### src/rtl/rename_stage_pkg.sv
// Shared rename-stage configuration: default CPU widths and the canonical renamed-slot layout.
package rename_stage_pkg;

  localparam int unsigned CPU_ID_WIDTH = 2;
  localparam int unsigned CPU_ARF_IDX  = 5;
  localparam int unsigned CPU_PRF_IDX  = 6;
  localparam int unsigned CPU_ROB_IDX  = 5;

  typedef struct packed {
    logic                   valid;
    logic [CPU_PRF_IDX-1:0] rd_phy;
    logic [CPU_PRF_IDX-1:0] rs1_phy;
    logic [CPU_PRF_IDX-1:0] rs2_phy;
    logic                   rs1_valid;
    logic                   rs2_valid;
    logic [CPU_ROB_IDX-1:0] rob_id;
  } rename_slot_t;

endpackage

### src/rtl/rename_bypass.sv
// Combinational rename network for one bundle: free-list slot assignment,
// intra-bundle RAW bypass of sources and WAW "last writer" detection.
module rename_bypass
  import rename_stage_pkg::*;
#(
  parameter  int unsigned ID_WIDTH = CPU_ID_WIDTH,
  parameter  int unsigned ARF_IDX  = CPU_ARF_IDX,
  parameter  int unsigned PRF_IDX  = CPU_PRF_IDX,
  localparam int unsigned CNT_W    = $clog2(ID_WIDTH + 1)
) (
  input  logic [ID_WIDTH-1:0]           slot_valid_i,
  input  logic [ID_WIDTH*ARF_IDX-1:0]   rd_arch_i,
  input  logic [ID_WIDTH*ARF_IDX-1:0]   rs1_arch_i,
  input  logic [ID_WIDTH*ARF_IDX-1:0]   rs2_arch_i,
  input  logic [2*ID_WIDTH*PRF_IDX-1:0] rat_phy_i,
  input  logic [2*ID_WIDTH-1:0]         rat_valid_i,
  input  logic [ID_WIDTH*PRF_IDX-1:0]   free_idx_i,
  output logic [CNT_W-1:0]              need_cnt_o,
  output logic [ID_WIDTH*PRF_IDX-1:0]   rd_phy_o,
  output logic [ID_WIDTH*PRF_IDX-1:0]   rs1_phy_o,
  output logic [ID_WIDTH*PRF_IDX-1:0]   rs2_phy_o,
  output logic [ID_WIDTH-1:0]           rs1_valid_o,
  output logic [ID_WIDTH-1:0]           rs2_valid_o,
  output logic [ID_WIDTH-1:0]           last_writer_o
);

  logic [ID_WIDTH-1:0]         need;
  logic [ID_WIDTH*PRF_IDX-1:0] rd_phy;
  logic [CNT_W-1:0]            cnt;

  // Needing slots consume free entries in slot order, oldest free register first.
  always_comb begin
    need   = '0;
    rd_phy = '0;
    cnt    = '0;
    for (int unsigned i = 0; i < ID_WIDTH; i++) begin
      need[i] = slot_valid_i[i] && (rd_arch_i[i*ARF_IDX +: ARF_IDX] != '0);
      if (need[i]) begin
        rd_phy[i*PRF_IDX +: PRF_IDX] = free_idx_i[cnt*PRF_IDX +: PRF_IDX];
        cnt = cnt + 1'b1;
      end
    end
  end

  assign need_cnt_o = cnt;
  assign rd_phy_o   = rd_phy;

  // Ascending scan over older slots lets the youngest matching producer win.
  always_comb begin
    rs1_phy_o   = '0;
    rs2_phy_o   = '0;
    rs1_valid_o = '0;
    rs2_valid_o = '0;
    for (int unsigned i = 0; i < ID_WIDTH; i++) begin
      rs1_phy_o[i*PRF_IDX +: PRF_IDX] = rat_phy_i[(2*i)*PRF_IDX +: PRF_IDX];
      rs1_valid_o[i]                  = rat_valid_i[2*i];
      rs2_phy_o[i*PRF_IDX +: PRF_IDX] = rat_phy_i[(2*i+1)*PRF_IDX +: PRF_IDX];
      rs2_valid_o[i]                  = rat_valid_i[2*i+1];
      for (int unsigned j = 0; j < i; j++) begin
        if (need[j] && rd_arch_i[j*ARF_IDX +: ARF_IDX] == rs1_arch_i[i*ARF_IDX +: ARF_IDX]) begin
          rs1_phy_o[i*PRF_IDX +: PRF_IDX] = rd_phy[j*PRF_IDX +: PRF_IDX];
          rs1_valid_o[i]                  = 1'b0;
        end
        if (need[j] && rd_arch_i[j*ARF_IDX +: ARF_IDX] == rs2_arch_i[i*ARF_IDX +: ARF_IDX]) begin
          rs2_phy_o[i*PRF_IDX +: PRF_IDX] = rd_phy[j*PRF_IDX +: PRF_IDX];
          rs2_valid_o[i]                  = 1'b0;
        end
      end
      if (rs1_arch_i[i*ARF_IDX +: ARF_IDX] == '0) begin
        rs1_phy_o[i*PRF_IDX +: PRF_IDX] = '0;
        rs1_valid_o[i]                  = 1'b1;
      end
      if (rs2_arch_i[i*ARF_IDX +: ARF_IDX] == '0) begin
        rs2_phy_o[i*PRF_IDX +: PRF_IDX] = '0;
        rs2_valid_o[i]                  = 1'b1;
      end
    end
  end

  always_comb begin
    last_writer_o = '0;
    for (int unsigned i = 0; i < ID_WIDTH; i++) begin
      last_writer_o[i] = need[i];
      for (int unsigned j = i + 1; j < ID_WIDTH; j++) begin
        if (need[j] && rd_arch_i[j*ARF_IDX +: ARF_IDX] == rd_arch_i[i*ARF_IDX +: ARF_IDX])
          last_writer_o[i] = 1'b0;
      end
    end
  end

endmodule

### src/rtl/rename_stage.sv
// N-wide rename stage with registered output bundle (rst is active-low, asynchronous).
// Define RENAME_SKID_EN to replace the output register with a 2-entry skid buffer.
module rename_stage
  import rename_stage_pkg::*;
#(
  parameter  int unsigned ID_WIDTH = CPU_ID_WIDTH,
  parameter  int unsigned ARF_IDX  = CPU_ARF_IDX,
  parameter  int unsigned PRF_IDX  = CPU_PRF_IDX,
  parameter  int unsigned ROB_IDX  = CPU_ROB_IDX,
  localparam int unsigned CNT_W    = $clog2(ID_WIDTH + 1)
) (
  input  logic                          clk,
  input  logic                          rst,
  input  logic                          flush,
  input  logic                          in_valid,
  output logic                          in_ready,
  input  logic [ID_WIDTH-1:0]           in_slot_valid,
  input  logic [ID_WIDTH*ARF_IDX-1:0]   in_rd_arch,
  input  logic [ID_WIDTH*ARF_IDX-1:0]   in_rs1_arch,
  input  logic [ID_WIDTH*ARF_IDX-1:0]   in_rs2_arch,
  output logic [2*ID_WIDTH*ARF_IDX-1:0] rat_read_arch,
  input  logic [2*ID_WIDTH*PRF_IDX-1:0] rat_read_phy,
  input  logic [2*ID_WIDTH-1:0]         rat_read_valid,
  output logic [ID_WIDTH-1:0]           rat_write_en,
  output logic [ID_WIDTH*ARF_IDX-1:0]   rat_write_arch,
  output logic [ID_WIDTH*PRF_IDX-1:0]   rat_write_phy,
  input  logic [ID_WIDTH*PRF_IDX-1:0]   fl_free_idx,
  input  logic [CNT_W-1:0]              fl_avail,
  output logic [CNT_W-1:0]              fl_pop_cnt,
  input  logic                          rob_ready,
  output logic                          rob_alloc,
  input  logic [ID_WIDTH*ROB_IDX-1:0]   rob_id,
  output logic                          out_valid,
  input  logic                          out_ready,
  output logic [ID_WIDTH-1:0]           out_slot_valid,
  output logic [ID_WIDTH*PRF_IDX-1:0]   out_rd_phy,
  output logic [ID_WIDTH*PRF_IDX-1:0]   out_rs1_phy,
  output logic [ID_WIDTH*PRF_IDX-1:0]   out_rs2_phy,
  output logic [ID_WIDTH-1:0]           out_rs1_valid,
  output logic [ID_WIDTH-1:0]           out_rs2_valid,
  output logic [ID_WIDTH*ROB_IDX-1:0]   out_rob_id
);

  typedef struct packed {
    logic               valid;
    logic [PRF_IDX-1:0] rd_phy;
    logic [PRF_IDX-1:0] rs1_phy;
    logic [PRF_IDX-1:0] rs2_phy;
    logic               rs1_valid;
    logic               rs2_valid;
    logic [ROB_IDX-1:0] rob_id;
  } slot_t;

  logic [CNT_W-1:0]            need_cnt;
  logic [ID_WIDTH*PRF_IDX-1:0] rd_phy, rs1_phy, rs2_phy;
  logic [ID_WIDTH-1:0]         rs1_valid, rs2_valid, last_writer;
  slot_t [ID_WIDTH-1:0]        new_bundle;
  slot_t [ID_WIDTH-1:0]        head;
  logic                        head_valid;
  logic                        space_ok;
  logic                        accept;

  rename_bypass #(
    .ID_WIDTH (ID_WIDTH),
    .ARF_IDX  (ARF_IDX),
    .PRF_IDX  (PRF_IDX)
  ) u_bypass (
    .slot_valid_i  (in_slot_valid),
    .rd_arch_i     (in_rd_arch),
    .rs1_arch_i    (in_rs1_arch),
    .rs2_arch_i    (in_rs2_arch),
    .rat_phy_i     (rat_read_phy),
    .rat_valid_i   (rat_read_valid),
    .free_idx_i    (fl_free_idx),
    .need_cnt_o    (need_cnt),
    .rd_phy_o      (rd_phy),
    .rs1_phy_o     (rs1_phy),
    .rs2_phy_o     (rs2_phy),
    .rs1_valid_o   (rs1_valid),
    .rs2_valid_o   (rs2_valid),
    .last_writer_o (last_writer)
  );

  always_comb begin
    rat_read_arch = '0;
    new_bundle    = '0;
    for (int unsigned i = 0; i < ID_WIDTH; i++) begin
      rat_read_arch[(2*i)*ARF_IDX +: ARF_IDX]   = in_rs1_arch[i*ARF_IDX +: ARF_IDX];
      rat_read_arch[(2*i+1)*ARF_IDX +: ARF_IDX] = in_rs2_arch[i*ARF_IDX +: ARF_IDX];
      new_bundle[i].valid     = in_slot_valid[i];
      new_bundle[i].rd_phy    = rd_phy[i*PRF_IDX +: PRF_IDX];
      new_bundle[i].rs1_phy   = rs1_phy[i*PRF_IDX +: PRF_IDX];
      new_bundle[i].rs2_phy   = rs2_phy[i*PRF_IDX +: PRF_IDX];
      new_bundle[i].rs1_valid = rs1_valid[i];
      new_bundle[i].rs2_valid = rs2_valid[i];
      new_bundle[i].rob_id    = rob_id[i*ROB_IDX +: ROB_IDX];
    end
  end

  // All side effects are gated by one accept so a stalled bundle never partially allocates.
  assign accept         = in_valid && !flush && rob_ready && (fl_avail >= need_cnt) && space_ok;
  assign in_ready       = accept;
  assign rob_alloc      = accept;
  assign fl_pop_cnt     = accept ? need_cnt : '0;
  assign rat_write_en   = accept ? last_writer : '0;
  assign rat_write_arch = in_rd_arch;
  assign rat_write_phy  = rd_phy;

`ifdef RENAME_SKID_EN
  slot_t [ID_WIDTH-1:0] buf_q [2];
  slot_t [ID_WIDTH-1:0] buf_d [2];
  logic [1:0]           cnt_q, cnt_d;
  logic                 pop;

  // in_ready depends only on occupancy, never on out_ready.
  assign space_ok   = (cnt_q != 2'd2);
  assign pop        = (cnt_q != 2'd0) && out_ready;
  assign head_valid = (cnt_q != 2'd0);
  assign head       = buf_q[0];

  always_comb begin
    buf_d = buf_q;
    cnt_d = cnt_q;
    if (flush) begin
      buf_d = '{default: '0};
      cnt_d = '0;
    end else begin
      if (pop) begin
        buf_d[0] = buf_q[1];
        buf_d[1] = '0;
        cnt_d    = cnt_q - 2'd1;
      end
      if (accept) begin
        buf_d[cnt_d[0]] = new_bundle;
        cnt_d           = cnt_d + 2'd1;
      end
    end
  end

  always_ff @(posedge clk or negedge rst) begin
    if (!rst) begin
      buf_q <= '{default: '0};
      cnt_q <= '0;
    end else begin
      buf_q <= buf_d;
      cnt_q <= cnt_d;
    end
  end
`else
  slot_t [ID_WIDTH-1:0] out_q, out_d;
  logic                 out_valid_q, out_valid_d;

  assign space_ok   = !out_valid_q || out_ready;
  assign head_valid = out_valid_q;
  assign head       = out_q;

  always_comb begin
    out_valid_d = out_valid_q;
    out_d       = out_q;
    if (flush || (!accept && out_ready)) begin
      out_valid_d = 1'b0;
      out_d       = '0;
    end else if (accept) begin
      out_valid_d = 1'b1;
      out_d       = new_bundle;
    end
  end

  always_ff @(posedge clk or negedge rst) begin
    if (!rst) begin
      out_valid_q <= 1'b0;
      out_q       <= '0;
    end else begin
      out_valid_q <= out_valid_d;
      out_q       <= out_d;
    end
  end
`endif

  always_comb begin
    out_valid      = head_valid;
    out_slot_valid = '0;
    out_rd_phy     = '0;
    out_rs1_phy    = '0;
    out_rs2_phy    = '0;
    out_rs1_valid  = '0;
    out_rs2_valid  = '0;
    out_rob_id     = '0;
    for (int unsigned i = 0; i < ID_WIDTH; i++) begin
      out_slot_valid[i]                 = head[i].valid;
      out_rd_phy[i*PRF_IDX +: PRF_IDX]  = head[i].rd_phy;
      out_rs1_phy[i*PRF_IDX +: PRF_IDX] = head[i].rs1_phy;
      out_rs2_phy[i*PRF_IDX +: PRF_IDX] = head[i].rs2_phy;
      out_rs1_valid[i]                  = head[i].rs1_valid;
      out_rs2_valid[i]                  = head[i].rs2_valid;
      out_rob_id[i*ROB_IDX +: ROB_IDX]  = head[i].rob_id;
    end
  end

endmodule

### config.mk
export PLATFORM = sky130hd
export DESIGN_NAME = rename_stage
export DESIGN_NICKNAME = d
export VERILOG_FILES = /design/src/rtl/rename_stage_pkg.sv /design/src/rtl/rename_bypass.sv /design/src/rtl/rename_stage.sv
export SDC_FILE = /design/constraint.sdc
export NUM_CORES = 1
export LEC_CHECK = 0
export ABC_CLOCK_PERIOD_IN_PS = 4000
export CAP_MARGIN = 20
export CORE_MARGIN = 10
export CORE_UTILIZATION = 32
export CTS_CLUSTER_DIAMETER = 200
export CTS_CLUSTER_SIZE = 40
export DETAILED_ROUTE_END_ITERATION = 8
export PLACE_DENSITY = 0.79
export REMOVE_ABC_BUFFERS = 1
export SYNTH_ARGS = -nofsm -noshare
export SYNTH_HDL_FRONTEND = slang
export SYNTH_SLANG_ARGS = --single-unit
### constraint.sdc
create_clock -name clk -period 4 [get_ports clk]
set_input_delay 0.8 -clock clk [delete_from_list [all_inputs] [get_ports clk]]
set_output_delay 0.8 -clock clk [all_outputs]
set_load 0.005 [all_outputs]
## Yosys cells after proc, flatten, opt, wreduce, memory -nomap -nowiden

Index checks and enable logic that the tools add are counted.

| operators by class | value |
|---|---|
| $add $sub $neg | 1 |
| $mul | 1 |
| order comparisons | 1 |
| equal/unequal tests | 3 |
| shifts and indexed selects | 1 |
| muxes and demuxes | 23 |
| reductions and logical operators | 22 |

Operators with widths:

| kind | number |
|---|---|
| 52-bit two-way mux | 2 |
| 6-bit two-way mux | 8 |
| 5-bit zero test | 4 |
| 5-bit equality test | 3 |
| 12-bit by 6-bit indexed part select with 6-bit output | 1 |
| 1-bit logical AND | 10 |
| 1-bit two-way mux | 10 |
| 5-bit nonzero test | 2 |
| 2-bit two-way mux | 3 |
| 1-bit zero test | 3 |
| 1-bit by 2-bit multiplier with 3-bit output, second input constant | 1 |
| 1-bit by 1-bit adder with 2-bit output, second input constant | 1 |
| 2-bit greater-or-equal comparator | 1 |
| 1-bit logical OR | 2 |
| 2-bit nonzero test | 1 |

| storage, ports and cells | value |
|---|---|
| bits in registers | 53 |
| input port bits | 90 |
| output and inout port bits | 101 |
| logic and storage cells | 67 |

## Logic depth before layout (Yosys ltp)

| logic depth | value |
|---|---|
| word-level depth | 12 |
| mapped depth | 14 |
| gate-level depth less buffers | 11 |

## Modules after synthesis

A second synthesis with hierarchy kept.

| unflattened totals | value |
|---|---|
| cells, all modules | 394 |
| area total of the unflattened synthesis | 3435.8 um2 |

Modules (own cells, without submodules):

| module | times used | cells an instance | area an instance (um2) | sequential area each (um2) |
|---|---|---|---|---|
| rename_stage | 1 | 266 | 2637.5 | 1326.3 |
| rename_bypass | 1 | 128 | 798.3 | 0.0 |

## Least setup slack after synthesis

OpenSTA, ideal clock, no wires.

| timing path | value |
|---|---|
| path type | input-to-output |
| from | input port in_rd_arch[2] |
| to | output port rat_write_en[1] |
| data arrival time | 3.504 ns |
| data required time | 3.200 ns |
| slack | -0.304 ns |
| stages on the path | 14 |
| path buffers | 3 |
| path through | or4_4 > o21ai_4 > inv_4 > buf_6 > ha_1 > ha_1 > nand2b_1 > a21oi_1 > or4_1 > buf_2 > inv_2 > buf_2 > nand2_1 > inv_1 |

| between the ends | value |
|---|---|
| cells in the longest elaborated chain, start to end | 9 |

RTL lines:

| element | RTL line | RTL |
|---|---|---|
| start: declaration | rename_stage.sv:18 | `input logic [ID_WIDTH*ARF_IDX-1:0] in_rd_arch,` |
| 5-bit nonzero test * | rename_bypass.sv:37 | `need[i] = slot_valid_i[i] && (rd_arch_i[i*ARF_IDX +: ARF_IDX] != '0);` |
| 1-bit logical AND * | rename_bypass.sv:37 |  |
| 1-bit two-way mux * | rename_bypass.sv:38 | `if (need[i]) begin` |
| 1-bit by 1-bit adder with 2-bit output | rename_bypass.sv:40 | `cnt = cnt + 1'b1;` |
| 2-bit two-way mux * | rename_bypass.sv:38 |  |
| 2-bit greater-or-equal comparator * | rename_stage.sv:101 | `assign accept = in_valid && !flush && rob_ready && (fl_avail >= need_cnt) && space_ok;` |
| 1-bit logical AND * (2 in series) | rename_stage.sv:101 |  |
| 2-bit two-way mux * | rename_stage.sv:105 | `assign rat_write_en = accept ? last_writer : '0;` |
| end: declaration | rename_stage.sv:24 | `output logic [ID_WIDTH-1:0] rat_write_en,` |

Mark *: on every way between the ends. The rest lies on a longest branch, timed or not.

## Worst setup path in the final report

| timing path | value |
|---|---|
| from | input port in_rd_arch[4] |
| to | output port fl_pop_cnt[0] |

| between the ends | value |
|---|---|
| cells in the longest elaborated chain, start to end | 9 |

RTL lines:

| element | RTL line | RTL |
|---|---|---|
| 5-bit nonzero test * | rename_bypass.sv:37 |  |
| 1-bit logical AND * | rename_bypass.sv:37 |  |
| 1-bit two-way mux * | rename_bypass.sv:38 |  |
| 1-bit by 1-bit adder with 2-bit output | rename_bypass.sv:40 |  |
| 2-bit two-way mux * | rename_bypass.sv:38 |  |
| 2-bit greater-or-equal comparator | rename_stage.sv:101 |  |
| 1-bit logical AND (2 in series) | rename_stage.sv:101 |  |
| 2-bit two-way mux * | rename_stage.sv:104 | `assign fl_pop_cnt = accept ? need_cnt : '0;` |
| end: declaration | rename_stage.sv:29 | `output logic [CNT_W-1:0] fl_pop_cnt,` |

Marks and branches as above.

==> results.py <==
metrics = {
    "synthesis": {
        "ys_seq_area_share_pct": 47.9,
        "avgSynthCellArea_um2": 11.4,
        "synth-edff-count": 0,
        "yosysMostFrequentCell": "dfrtp_1",
        "synth_fa_ha_area_share_pct": 1.36,
        "muxShareOfSynthArea_pct": 6.51,
        "synthSimpleGateAreaFrac_pct": 10.2,
        "synth_compound_area_share_pct": 17.8,
        "synth_flop_cell": "dfrtp_1",
        "synth_area_um2": 2770,
        "synth_top_cell_by_area": "dfrtp_1",
        "ys_async_sr_fraction_pct": 100,
        "ys_ff_latch": 53,
        "synthXorXnorAreaFrac_pct": 4.75,
        "yosys-top-cells-area": "dfrtp_1 (48%), a22o_1 (10%), buf_4 (8.4%), mux2i_1 (6.5%), o2bb2ai_1 (6.3%)",
        "syn_inst": 243,
        "synth_commonest_cells": "dfrtp_1 (53), a22o_1 (32), buf_4 (31), o2bb2ai_1 (20)",
        "synth_top_cell_area_share_pct": 47.9,
        "synth_warnings": 0,
        "netlist-cell-type-count": 31,
        "synth_top_family_by_area": "compound AO/OA/AOI/OAI gates",
    },
    "placement": {
        "gp_congestion": 0.811,
        "post-place-ws_ns": -0.884,
        "port_buffers": 190,
        "dp_hpwl_um": 9220,
    },
    "clock_tree": {
        "insertion_delay_ns": 0.30,
        "cts_buffers": 5,
        "htree_levels": 2,
        "cts.reportedPaths.clkPinSlew_ns": 0.09,
        "cts_buffer_depth": 2,
        "tritoncts": "done",
        "cts_hold_buf": 0,
        "cts_root_buf": "clkbuf_8",
        "cts_sinks": 53,
    },
    "drt": {
        "wl_per_cell_um": 21.3,
        "vias": 2707,
        "drtPass1Iterations": 4,
        "post-route-drc-count": 0,
        "drt_iter0_drc": 92,
        "drt_wl_total_um": 11500,
        "vias_per_cell": 4.99,
        "ant_nets": 0,
    },
    "setup_path": {
        "cp_data_arrival_time_ns": 3.18,
        "crit_chain": "buf_6 > or4_4 > o21ai_4 > inv_4 > ha_4 > ha_4 > nand2b_4 > a21oi_2 > or4_4 > inv_4 > buf_6 > and2_1 > buf_2",
        "critPathCaptureType": "output pin",
        "crit_start": "in_rd_arch[4]",
        "worstPathRequired_ns": 3.20,
        "worstSetupPathType": "in -> out",
        "startpoint_type": "input port",
        "cp_slowest_stage_delay_ns": 0.54,
        "crit_slowest_cell": "or4_4",
        "crit_path_max_fanout": 3,
        "r2r-start": "out_valid",
    },
    "global_route": {
        "antenna_found_initial": 0,
        "grt_pass1_wl_um": 17900,
        "grt_overflow_total": 0,
        "grt_max_degree": 28,
        "grt_pass1_vias": 3059,
        "grtUsageTotal_pct": 17.4,
    },
    "floorplan": {
        "die_h_um": 113,
        "core-area_um2": 8300,
        "start_util_pct": 33.3,
        "io_pins": 191,
        "dieWidth_um": 113,
        "rows": 33,
        "die_area_um2": 12800,
    },
    "finish": {
        "antenna_cells": 0,
        "final_core_util_pct": 60.1,
        "drive_above_1_share_pct": 18.8,
        "areaGrowthSynthToFinish_pct": 80.4,
        "num-fill-cells": 705,
        "nets": 529,
    },
    "timing": {
        "max_slew_margin_pct": 57.0,
        "slew_violations": 0,
        "setup_violations": 0,
        "hold_violations": 0,
        "fin_ws_ns": 0.0156,
        "period_minus_slack_ns": 3.98,
        "tightest_slew_ns": 0.640,
        "grt_setup_unrepaired": "yes",
        "fin_skew_ns": 0.00681,
        "clock.fmax_mhz": 251,
        "fin_crit_sh_pct": 99.6,
    },
    "min_path": {
        "hold_class": "in -> async",
    },
    "power": {
        "power_density_nw_per_um2": 247,
        "peakVddDrop_uv": 156,
        "p_leak_nw": 2.13,
    },
    "job": {
        "cap_viol_max_count": 0,
    },
    "run_status": {
        "outcome": "completed",
    },
}
-- worst paths after layout --
check                           slack, ns                to  depth (start not counted)
worst max-delay path                 0.02     fl_pop_cnt[0]                         13
worst min-delay path                 0.49     out_rob_id[5]                          1
worst max register to register       1.74  out_rs1_valid[1]                         10
worst min register to register       0.49    out_rs2_phy[8]                          1
max in group asynchronous            2.72     out_rd_phy[0]                          2
min in group clk                     0.49    out_rs2_phy[8]                          1
-- cells by family (layout without fill, tap and decap cells) --
kind of cell             Yosys count  after routing
XOR/XNOR                          15             15
AO/OA/AOI/OAI                     57             57
AND/OR/NAND/NOR                   48             48
flip-flops                        53             53
buffers and inverters             49            243
multiplexers                      18             18
adder cells (fa/ha/maj)            3              3
-- routing by layer --
layer | share of wire (%) | vias to the layer above | routed length, um | GRT usage [%]
li1 | - | 1236 | - | -
met1 | 39 | 1341 | 4480 | 19.9
met2 | 52 | 120 | 5940 | 30.5
met3 | 7.9 | 10 | 911 | 6.02
met4 | 1.6 | 0 | 183 | 3.98
met5 | 0 | - | 0 | 0
-- sequential cells by signal (all words and copies together) (netlist names) --
signal / cells
out_valid: 1
out_rs1_valid: 2
out_rd_phy: 12
out_slot_valid: 2
out_rs1_phy: 12
out_rs2_phy: 12
out_rob_id: 10
out_rs2_valid: 2
-- per-stage QoR --
| stage | hold slack (ns) | TNS (ns) | cell area (um^2) | cells | power [W] |
|---|---|---|---|---|---|
| 2_1_floorplan | 0.479 | -43.94 | 2480 | 202 | 0.000647 |
| 3_3_place_gp | 0.471 | -9.80 | 4740 | 524 | 0.000895 |
| 3_5_place_dp | 0.473 | -13.00 | 4740 | 524 | 0.000900 |
| 4_1_cts | 0.500 | -0.0822 | 4940 | 539 | 0.00124 |
| 5_1_grt | 0.506 | -0.0853 | 4990 | 542 | 0.00129 |
| 6_report | 0.491 | 0 | 4990 | 542 | 0.00123 |
-- layout by cell type (no fill, tap or decap), drive strengths merged, types with 4 or more instances in the layout --
master | synthesis | final
a22o | 32 | 32
and2 | 7 | 7
buf | 37 | 50
clkbuf | 4 | 7
clkdlybuf4s50 | 0 | 175
dfrtp | 53 | 53
inv | 8 | 8
mux2i | 18 | 18
nand2 | 6 | 6
nor2 | 18 | 18
nor3 | 4 | 4
o21ai | 4 | 4
o2bb2ai | 20 | 20
or4 | 5 | 5
xnor2 | 9 | 9
xor2 | 6 | 6
-- where the power goes --
part | internal (W) | switching, W
clock | 0.000157 | 0.000170
sequential | 0.000552 | 0.00000995
combinational | 0.000211 | 0.000134
total | 0.000920 | 0.000314
-- final cells by class --
cell class | instances | area (um^2) | share of cell area, %
Clock buffer | 7 | 96.3 | 1.93
Clock inverter | 1 | 5.00 | 0.100
Inverter | 8 | 35.0 | 0.702
Multi-Input combinational cell | 141 | 1200 | 24.1
Sequential cell | 53 | 1330 | 26.6
Tap cell | 105 | 131 | 2.63
Timing Repair Buffer | 227 | 2190 | 43.9
-- worst max-delay path, delay by kind of cell --
kind	cells	cell delay, ns
fa+ha+maj	2	0.47
compound gates	2	0.25
simple gates	4	1.22
buf+inv	5	0.44
-- repair_timing --
action,4_1_cts,5_1_grt
endpoints found under the setup margin,6,6
resized for setup,74,6
setup buffers,8,4
pin swaps,11,4
Power figures use the tool's default switching activity.
